==> src/rtl/instr_queue_pkg.sv <==
// -----------------------------------------------------------------------------
// instr_queue_pkg
// Shared types and width helpers for the instruction queue slice.
//   iq_entry_t  : one queue entry (instruction word + PC) at the default widths
//   iq_state_e  : delay-slot flush state machine encoding
//   iq_ptr_w    : pointer width for a given depth
//   iq_cnt_w    : occupancy counter width (holds 0..DEPTH)
//   iq_rdcnt_w  : width of a "lanes consumed" field for a given lane count
// -----------------------------------------------------------------------------
package instr_queue_pkg;

    localparam int unsigned IQ_DATA_W = 32;
    localparam int unsigned IQ_ADDR_W = 32;

    typedef struct packed {
        logic [IQ_DATA_W-1:0] data;
        logic [IQ_ADDR_W-1:0] addr;
    } iq_entry_t;

    typedef enum logic [1:0] {
        IQ_NORMAL,
        IQ_DS_WAIT,
        IQ_HOLD
    } iq_state_e;

    function automatic int unsigned iq_ptr_w(input int unsigned depth);
        return $clog2(depth);
    endfunction

    function automatic int unsigned iq_cnt_w(input int unsigned depth);
        return $clog2(depth) + 1;
    endfunction

    function automatic int unsigned iq_rdcnt_w(input int unsigned lanes);
        return $clog2(lanes + 1);
    endfunction

endpackage

==> src/rtl/instr_queue_storage.sv <==
// -----------------------------------------------------------------------------
// instr_queue_storage
// DEPTH-entry register array holding instruction words and their PCs.
// Ports:
//   clk      : clock, writes on rising edge
//   wr_en    : per-lane write enable; lane i writes slot wr_base+i (mod DEPTH)
//   wr_base  : first slot written this cycle
//   wr_data  : WRITE_PORTS instruction words, lane 0 in the low bits
//   wr_addr  : WRITE_PORTS PCs, lane 0 in the low bits
//   rd_base  : first slot read
//   rd_data  : NUM_RD combinational read lanes at rd_base+i (mod DEPTH)
//   rd_addr  : matching PCs
// The array itself carries no reset; validity is tracked by the owner.
// -----------------------------------------------------------------------------
module instr_queue_storage
    import instr_queue_pkg::*;
#(
    parameter int unsigned DEPTH       = 16,
    parameter int unsigned WRITE_PORTS = 2,
    parameter int unsigned NUM_RD      = 2,
    parameter int unsigned DATA_W      = 32,
    parameter int unsigned ADDR_W      = 32
) (
    input  logic                       clk,
    input  logic [WRITE_PORTS-1:0]     wr_en,
    input  logic [$clog2(DEPTH)-1:0]   wr_base,
    input  logic [WRITE_PORTS*DATA_W-1:0] wr_data,
    input  logic [WRITE_PORTS*ADDR_W-1:0] wr_addr,
    input  logic [$clog2(DEPTH)-1:0]   rd_base,
    output logic [NUM_RD*DATA_W-1:0]   rd_data,
    output logic [NUM_RD*ADDR_W-1:0]   rd_addr
);

    localparam int unsigned PTR_W = iq_ptr_w(DEPTH);

    logic [DATA_W-1:0] mem_data [DEPTH];
    logic [ADDR_W-1:0] mem_addr [DEPTH];

    // Index sums are PTR_W wide, so they wrap modulo DEPTH on their own.
    always_ff @(posedge clk) begin
        for (int unsigned i = 0; i < WRITE_PORTS; i++) begin
            if (wr_en[i]) begin
                mem_data[wr_base + PTR_W'(i)] <= wr_data[i*DATA_W +: DATA_W];
                mem_addr[wr_base + PTR_W'(i)] <= wr_addr[i*ADDR_W +: ADDR_W];
            end
        end
    end

    always_comb begin
        rd_data = '0;
        rd_addr = '0;
        for (int unsigned i = 0; i < NUM_RD; i++) begin
            rd_data[i*DATA_W +: DATA_W] = mem_data[rd_base + PTR_W'(i)];
            rd_addr[i*ADDR_W +: ADDR_W] = mem_addr[rd_base + PTR_W'(i)];
        end
    end

endmodule

==> src/rtl/instruction_queue.sv <==
// -----------------------------------------------------------------------------
// instruction_queue
// Multi-lane instruction FIFO between fetch and decode, with optional
// delay-slot preservation across branch-redirect flushes.
// Build option: define INSTR_QUEUE_DELAY_SLOT_EN to include the delay-slot
// state machine, hold register and rd_ds; otherwise every flush is a plain
// clear and rd_ds is tied low.
// Ports:
//   clk, rst_n : clock and synchronous active-low reset
//   wr_valid   : per-lane write valid (contiguous from lane 0)
//   wr_data    : instructions, lane 0 in the low bits
//   wr_addr    : PCs, lane 0 in the low bits
//   rd_cnt     : entries consumed this cycle (clipped to visible lanes)
//   flush      : discard all queued entries
//   flush_ds   : with flush, keep the delay-slot instruction
//   rd_valid   : per-lane output valid (contiguous)
//   rd_data    : instructions, zero on invalid lanes
//   rd_addr    : PCs, zero on invalid lanes
//   rd_ds      : lane 0 is a preserved delay slot
//   count      : occupied queue entries (hold register not included)
//   empty/full : count == 0 / fewer than WRITE_PORTS free slots
//   overflow   : sticky, set when a write group was dropped
// -----------------------------------------------------------------------------
module instruction_queue
    import instr_queue_pkg::*;
#(
    parameter int unsigned DEPTH       = 16,
    parameter int unsigned WRITE_PORTS = 2,
    parameter int unsigned READ_PORTS  = 2,
    parameter int unsigned DATA_W      = 32,
    parameter int unsigned ADDR_W      = 32
) (
    input  logic                             clk,
    input  logic                             rst_n,
    input  logic [WRITE_PORTS-1:0]           wr_valid,
    input  logic [WRITE_PORTS*DATA_W-1:0]    wr_data,
    input  logic [WRITE_PORTS*ADDR_W-1:0]    wr_addr,
    input  logic [$clog2(READ_PORTS+1)-1:0]  rd_cnt,
    input  logic                             flush,
    input  logic                             flush_ds,
    output logic [READ_PORTS-1:0]            rd_valid,
    output logic [READ_PORTS*DATA_W-1:0]     rd_data,
    output logic [READ_PORTS*ADDR_W-1:0]     rd_addr,
    output logic                             rd_ds,
    output logic [$clog2(DEPTH):0]           count,
    output logic                             empty,
    output logic                             full,
    output logic                             overflow
);

    localparam int unsigned PTR_W = iq_ptr_w(DEPTH);
    localparam int unsigned CNT_W = iq_cnt_w(DEPTH);

`ifdef INSTR_QUEUE_DELAY_SLOT_EN
    // One extra read lane exposes the entry just past the consumed ones,
    // which is the delay-slot candidate when all visible lanes are popped.
    localparam int unsigned NUM_RD = READ_PORTS + 1;
`else
    localparam int unsigned NUM_RD = READ_PORTS;
`endif

    logic [PTR_W-1:0]           rd_ptr;
    logic [PTR_W-1:0]           wr_ptr;
    logic [CNT_W-1:0]           pushes;
    logic [CNT_W-1:0]           avail;
    logic [CNT_W-1:0]           vis;
    logic [CNT_W-1:0]           rc_ext;
    logic [CNT_W-1:0]           pops;
    logic                       fits;
    logic                       accept;
    logic                       drop;
    logic                       in_wait;
    logic                       in_normal;
    logic [WRITE_PORTS-1:0]     st_wr_en;
    logic [NUM_RD*DATA_W-1:0]   st_rd_data;
    logic [NUM_RD*ADDR_W-1:0]   st_rd_addr;

    instr_queue_storage #(
        .DEPTH       (DEPTH),
        .WRITE_PORTS (WRITE_PORTS),
        .NUM_RD      (NUM_RD),
        .DATA_W      (DATA_W),
        .ADDR_W      (ADDR_W)
    ) u_storage (
        .clk     (clk),
        .wr_en   (st_wr_en),
        .wr_base (wr_ptr),
        .wr_data (wr_data),
        .wr_addr (wr_addr),
        .rd_base (rd_ptr),
        .rd_data (st_rd_data),
        .rd_addr (st_rd_addr)
    );

    always_comb begin
        pushes = '0;
        for (int unsigned i = 0; i < WRITE_PORTS; i++) begin
            pushes = pushes + CNT_W'(wr_valid[i]);
        end
    end

    // Acceptance uses the pre-pop occupancy: no same-cycle pass-through.
    assign avail  = CNT_W'(DEPTH) - count;
    assign fits   = (pushes <= avail);
    assign accept = (pushes != '0) && fits && !in_wait;
    assign drop   = (pushes != '0) && !fits && !in_wait;

    assign vis    = in_normal ? ((count < CNT_W'(READ_PORTS)) ? count : CNT_W'(READ_PORTS)) : '0;
    assign rc_ext = CNT_W'(rd_cnt);
    assign pops   = (rc_ext < vis) ? rc_ext : vis;

    assign st_wr_en = (rst_n && !flush && accept) ? wr_valid : '0;

    assign empty = (count == '0);
    assign full  = (avail < CNT_W'(WRITE_PORTS));

    always_ff @(posedge clk) begin
        if (!rst_n) begin
            rd_ptr   <= '0;
            wr_ptr   <= '0;
            count    <= '0;
            overflow <= 1'b0;
        end else if (flush) begin
            rd_ptr <= '0;
            wr_ptr <= '0;
            count  <= '0;
        end else begin
            rd_ptr <= rd_ptr + PTR_W'(pops);
            if (accept) begin
                wr_ptr <= wr_ptr + PTR_W'(pushes);
                count  <= count + pushes - pops;
            end else begin
                count  <= count - pops;
            end
            if (drop) begin
                overflow <= 1'b1;
            end
        end
    end

`ifdef INSTR_QUEUE_DELAY_SLOT_EN
    iq_state_e          state;
    logic [DATA_W-1:0]  hold_data;
    logic [ADDR_W-1:0]  hold_addr;
    logic [DATA_W-1:0]  cand_data;
    logic [ADDR_W-1:0]  cand_addr;

    assign in_wait   = (state == IQ_DS_WAIT);
    assign in_normal = (state == IQ_NORMAL);
    assign cand_data = st_rd_data[int'(pops)*DATA_W +: DATA_W];
    assign cand_addr = st_rd_addr[int'(pops)*ADDR_W +: ADDR_W];

    // Outside NORMAL no queue lane is visible, so pops is 0 and the
    // candidate on a flush is simply the queue head.
    always_ff @(posedge clk) begin
        if (!rst_n) begin
            state     <= IQ_NORMAL;
            hold_data <= '0;
            hold_addr <= '0;
        end else if (flush) begin
            hold_data <= '0;
            hold_addr <= '0;
            if (!flush_ds) begin
                state <= IQ_NORMAL;
            end else if (count > pops) begin
                hold_data <= cand_data;
                hold_addr <= cand_addr;
                state     <= IQ_HOLD;
            end else if (wr_valid[0]) begin
                hold_data <= wr_data[DATA_W-1:0];
                hold_addr <= wr_addr[ADDR_W-1:0];
                state     <= IQ_HOLD;
            end else begin
                state <= IQ_DS_WAIT;
            end
        end else begin
            case (state)
                IQ_DS_WAIT: begin
                    if (wr_valid[0]) begin
                        hold_data <= wr_data[DATA_W-1:0];
                        hold_addr <= wr_addr[ADDR_W-1:0];
                        state     <= IQ_HOLD;
                    end
                end
                IQ_HOLD: begin
                    if (rd_cnt != '0) begin
                        state <= IQ_NORMAL;
                    end
                end
                default: begin
                    state <= state;
                end
            endcase
        end
    end
`else
    logic unused_flush_ds;

    assign unused_flush_ds = flush_ds;
    assign in_wait         = 1'b0;
    assign in_normal       = 1'b1;
`endif

    always_comb begin
        rd_valid = '0;
        rd_data  = '0;
        rd_addr  = '0;
        rd_ds    = 1'b0;
        for (int unsigned i = 0; i < READ_PORTS; i++) begin
            if (CNT_W'(i) < vis) begin
                rd_valid[i]                 = 1'b1;
                rd_data[i*DATA_W +: DATA_W] = st_rd_data[i*DATA_W +: DATA_W];
                rd_addr[i*ADDR_W +: ADDR_W] = st_rd_addr[i*ADDR_W +: ADDR_W];
            end
        end
`ifdef INSTR_QUEUE_DELAY_SLOT_EN
        if (state == IQ_HOLD) begin
            rd_valid[0]          = 1'b1;
            rd_data[DATA_W-1:0]  = hold_data;
            rd_addr[ADDR_W-1:0]  = hold_addr;
            rd_ds                = 1'b1;
        end
`endif
    end

endmodule
==> config.mk <==
export PLATFORM = sky130hd
export DESIGN_NAME = instruction_queue
export DESIGN_NICKNAME = d
export VERILOG_FILES = /design/src/rtl/instr_queue_pkg.sv /design/src/rtl/instr_queue_storage.sv /design/src/rtl/instruction_queue.sv
export SDC_FILE = /design/constraint.sdc
export NUM_CORES = 2
export LEC_CHECK = 0
export BUFFER_PORTS_ARGS = -buffer_cell sky130_fd_sc_hd__buf_2
export CORE_AREA = 2 2 424 426
export DETAILED_ROUTE_END_ITERATION = 16
export DIE_AREA = 0 0 426 428
export PLACE_DENSITY = 0.55
export SYNTH_ARGS = -nofsm -noshare
export SYNTH_HDL_FRONTEND = slang
export SYNTH_HIERARCHICAL = 1
export SYNTH_SLANG_ARGS = --single-unit
==> constraint.sdc <==
create_clock -name clk -period 12.9 [get_ports clk]
set_clock_uncertainty 0.2 [all_clocks]
set_input_delay 1.29 -clock clk [delete_from_list [all_inputs] [get_ports clk]]
set_output_delay 1.29 -clock clk [all_outputs]
set_load 0.02 [all_outputs]
After elaboration in Yosys (flattened, before gate mapping)
Memories as Yosys holds them, arrays and structs flattened. A register that Yosys moved wholly into a read port is not among the register bits. Index checks and enable logic that the tools add are counted.

$add $sub $neg: 9. $lt $le $gt $ge: 6. Muxes and demuxes: 16. Bitwise operators: 2. Reductions and logical operators: 10.

Operators with widths (number): 32-bit two-way mux (4); 5-bit two-way mux (3); 1-bit by 5-bit < comparator with 1-bit output, first input constant (2); 5-bit by 2-bit < comparator with 1-bit output, second input constant (2); 5-bit subtractor (2); 4-bit by 1-bit adder with 4-bit output, second input constant (2); 4-bit two-way mux (2); 1-bit two-way mux (6); 5-bit by 2-bit adder with 5-bit output (1); 2-bit by 5-bit <= comparator with 1-bit output (1); 5-bit logical NOT (1); 2-bit by 5-bit < comparator with 1-bit output (1); 5-bit nonzero test (1); 5-bit subtractor, first input constant (1); 4-bit by 2-bit adder with 4-bit output (1); 4-bit adder (1); 1-bit logical AND (4); 1-bit by 1-bit adder with 2-bit output (1); 1-bit logical NOT (2); 2-bit two-way mux (1); 1-bit NOT (2); 2-bit AND reduction (1); 2-bit OR reduction (1).

Flip-flop bits (word level): 14. RAM bits: 1024. Input bits: 136. Output and inout bits: 139. Word-level logic and storage cells: 49. Memories: 2.

Memories: u_storage.mem_addr (words 16, width 32, read ports 2, clocked after memory_dff 1, write ports 2, RTL line instr_queue_storage.sv:37) `logic [ADDR_W-1:0] mem_addr [DEPTH];`; u_storage.mem_data (words 16, width 32, read ports 2, clocked after memory_dff 1, write ports 2, RTL line instr_queue_storage.sv:36) `logic [DATA_W-1:0] mem_data [DEPTH];`.

Longest topological paths before layout
Depth in word-level cells: 7. Depth in mapped cells: 17. Mapped depth without buffers: 16.

Hierarchy
Netlist, hierarchy kept.

Modules (own cells, without submodules): instr_queue_storage (times used 1, cells each 3824, area an instance 59719.8 sq um, seq. area each 30749.5 sq um); instruction_queue (times used 1, cells each 292, area an instance 2154.6 sq um, seq. area each 280.3 sq um).

Worst setup path after synthesis
No wires, ideal clock.

Path kind: input to register. Start point: in wr_valid[0]. End point: mem u_storage.mem_addr[0][0], enable pin. Setup time: 0.584 ns. Data arrival time: 7.932 ns. Data required time: 12.116 ns. Slack: 4.184 ns. Stages on the path: 10. Path buffers: 1. Path through: ha_1 -> ha_1 -> nor2b_4 -> o211ai_2 -> nor2_1 -> or3_1 -> buf_6 -> nor3_1 -> nand2_1 -> o32ai_1.

RTL lines: start: declaration (RTL line instruction_queue.sv:35) `input logic [WRITE_PORTS-1:0] wr_valid,`; end: declaration (RTL line instr_queue_storage.sv:37).

Worst setup path after layout
Start point: reg rd_ptr[0]. End point: out rd_data[36].

Word-level cells in the longest chain between the ends: 3.

RTL lines: start: declaration (RTL line instruction_queue.sv:62) `logic [PTR_W-1:0] rd_ptr;`; start signal: assignment (RTL line instruction_queue.sv:128) `rd_ptr <= rd_ptr + PTR_W'(pops);`; 4-bit by 1-bit adder with 4-bit output (RTL line instr_queue_storage.sv:53) `rd_data[i*DATA_W +: DATA_W] = mem_data[rd_base + PTR_W'(i)];`; memory read 16 x 32 bit; named net st_rd_data[36] (RTL line instruction_queue.sv:75) `logic [NUM_RD*DATA_W-1:0] st_rd_data;`; 32-bit two-way mux (RTL line instruction_queue.sv:210) `if (CNT_W'(i) < vis) begin`; end: declaration (RTL line instruction_queue.sv:42) `output logic [READ_PORTS*DATA_W-1:0] rd_data,`.

The timed path passes the listed nets, and every way through them passes these cells.

==> qor.yml <==
status: "complete, no violations"
critPathRequiredTime_ns: 11.41
setup_viol: 0
top_usage_layer: "met2"
critical_path_arrival_ns: 5.64
port_buffers: 272
dr_total_vias: 39110
synthesis.area_sq_um: 61870
cts_made_buffers: 120
path_cells: "ha_4, buf_4, buf_12, mux4_2, a22oi_1, o221ai_1, and2_1, buf_2"
grt_first_pass_wirelength_um: 302800
yosysSeqAreaShare: 0.5015
ant_nets: 0
ys_seq_elements: 1038
fin_ws_ns: 5.773
post_dp_cell_area_sq_um: 65180
drt_iter0_drc: 3485
seq_power_share: 0.347
hold_class: "reg2reg"
dieArea_sq_um: 182300
syn2layout_area_growth_pct: 11.19
post_cts.repair.setup_buffers: 0
endpoint_kind: "output pin"
internal_power_mw: 7.236
power_switching_mw: 3.903
final_cell_area_sq_um: 68800
finish.utilization: 0.3873
finalCritPeriodShare: 0.5525
grt_pass1_vias: 39960
nNetsFinal: 4321
place_congestion: 0.7762
rsz0062_at_grt: "no"
drt_pre_antenna_iters: 7
antenna_found_initial: 52
worstPathMaxFanout: 81
synth_cells: 4116
pre_cts_ws_ns: 5.467
htree_levels: 3
slowest_stage: "dfxtp_4"
synthFlopType: "edfxtp_1"
async_reset_ff_frac: 0
finalNonFillerCells: 6627
path_clk_slew_ns: 0.06
critPathKind: "reg2out"
combinationalPowerShare: 0.366
max-cap-violations: 0
critical_path.max_stage_delay_ns: 0.95
grt_overflow_total: 0
synth_edf_count: 1024
hold_viol_final: 0
clock.fmax_ghz: 0.1403
max-slew-margin-rel: 0.2362
grt.met1_usage: 0.3059
cts-root-buf: "clkbuf_16"
grt_max_degree: 152
drt_wl_total_um: 213900
cts.repair.resized: 0
die_w_um: 426
met2_usage: 0.3847
cts_hold_buf: 0
cts_tree: "done"
drc: 0
drive_gt1_frac: 0.4430
cts_sinks: 1038
fin_tns_setup_ns: 0
path_delay_family: "buffers and inverters"
core-area_sq_um: 177600
wl_per_cell_um: 32.28
yosys_warnings: 6
cts_buffer_depth: 3
synth.distinct_cells: 52
row_count: 155
tightest_slew_ns: 1.146
grtUsageTotal: 0.2311
min_period_ns: 7.127
hpwlAfterDp_um: 114900
use_met3: 0.02982
ioPinCount: 275
nFillCells: 16770
cp-start-kind: "register"
switching_share: 0.3504
vias_per_cell: 5.902
ir_drop_v: 0.0002011
initial_core_util: 0.3483
p_per_area_nw_per_um2: 161.9
cellLeakagePower_nw: 21.94
cp_num_buf_inv: 3
slew_violations: 0
die_y_um: 428
syn_area_per_cell_sq_um: 15.03
p_clk_frac: 0.287
clk_latency_ns: 0.76
dp_cells: 6391
synth_stat cells, drive strengths merged (5+ instances only):
library cell	count	area, sq um
edfxtp	1024	30750
a21oi	72	364.1
ha	22	275.3
buf	224	1226
nand2b	13	81.33
mux2i	199	1992
nand2	83	311.6
mux2	1090	12270
o21ai	135	675.7
a22oi	128	960.9
inv	148	555.5
nor2b	11	76.32
clkbuf	218	818.3
nor2	33	146.4
mux4	384	8648
and2	130	813.3
nor3	6	30.03
o221ai	63	551.8
dfxtp	14	280.3
fa	5	100.1
a221oi	65	569.3
nand3	7	35.03
stage by stage:
stage | total power, mW | hold WS (ns)
final | 11.14 | 0.2741
after global routing | 11.64 | 0.3103
after global placement | 8.051 | 0.2583
after detailed placement | 8.061 | 0.2576
after floorplan | 6.761 | 0.2541
after CTS | 11.27 | 0.2817
path summary, 6_finish.rpt:
path	end	cells after the start	slack, ns	from
max	rd_data[36]	8	5.77	rd_ptr[0]$_SDFF_PP0_
max reg2reg	u_storage/mem_data[10][4]$_DFFE_PP_	15	6.22	count[1]$_SDFF_PP0_
min reg2reg	overflow$_SDFFE_PN0P_	1	0.27	overflow$_SDFFE_PN0P_
min	overflow$_SDFFE_PN0P_	1	0.27	overflow$_SDFFE_PN0P_
flip-flops by register name, summed over array words and instances, names as in the netlist:
register            cells
u_storage/mem_addr    512
rd_ptr                  4
overflow                1
wr_ptr                  4
count                   5
u_storage/mem_data    512
cells in the final DEF (no fill, tap or decap), drive strengths merged, types with 33 or more instances in the layout:
master	n
buf	361
clkbuf	157
edfxtp	1024
mux2	1090
clkinv	54
a22oi	128
mux4	384
o221ai	63
a21oi	72
o21ai	135
mux2i	199
and2	130
a221oi	65
inv	152
nor2	33
nand2	83
area by class of cell:
| type | count | area (sq um) | share of cell area |
|---|---|---|---|
| inverters | 148 | 555.5 | 0.008075 |
| flip-flops and latches | 1038 | 31040 | 0.4513 |
| well taps | 2355 | 2947 | 0.04283 |
| multi-input cells | 2489 | 28550 | 0.4151 |
| clock buffers | 157 | 3152 | 0.04581 |
| repair buffers | 361 | 2079 | 0.03023 |
| clock inverters | 60 | 415.4 | 0.006038 |
| diodes | 19 | 47.55 | 0.0006911 |
worst reg2reg max path, cell delays in order (launching register included):
cell      delay (ns)
dfxtp_1         0.48
inv_1           0.15
ha_1            0.32
inv_1           0.05
ha_1            0.31
nor2b_4         0.14
o211ai_2        0.20
nor2_1          0.13
or3_1           0.58
nor3_1          0.64
nor2b_1         0.41
nand2_1         0.26
nor2_4          0.73
buf_4           0.59
buf_4           0.77
mux2_2          0.46
kinds of logic after synthesis:
group / after synthesis / synth area share
other: 2 / 0.0001214
xor gates and xnor gates: 7 / 0.0009909
DFF: 1038 / 0.5015
muxes: 1673 / 0.3703
adders and majority gates: 27 / 0.006066
buffers and inverters: 590 / 0.04202
AOI/OAI and AO/OA: 484 / 0.05336
and+or+nand+nor: 295 / 0.02560
power by group through the flow:
stage	combinational [mW]	clock, mW	sequential [mW]
6_report	4.08	3.20	3.87
5_1_grt	4.38	3.39	3.87
4_1_cts	4.14	3.27	3.87
3_5_place_dp	4.13	0	3.94
3_3_place_gp	4.12	0	3.93
2_1_floorplan	2.87	0	3.89
per-layer routing:
metal | routed length [um] | vias up
met5 | 109 | -
met4 | 8459 | 18
met3 | 12500 | 414
met2 | 104000 | 1444
met1 | 88880 | 20710
li1 | - | 16530
Note: power is estimated with default switching activity, not from simulation.
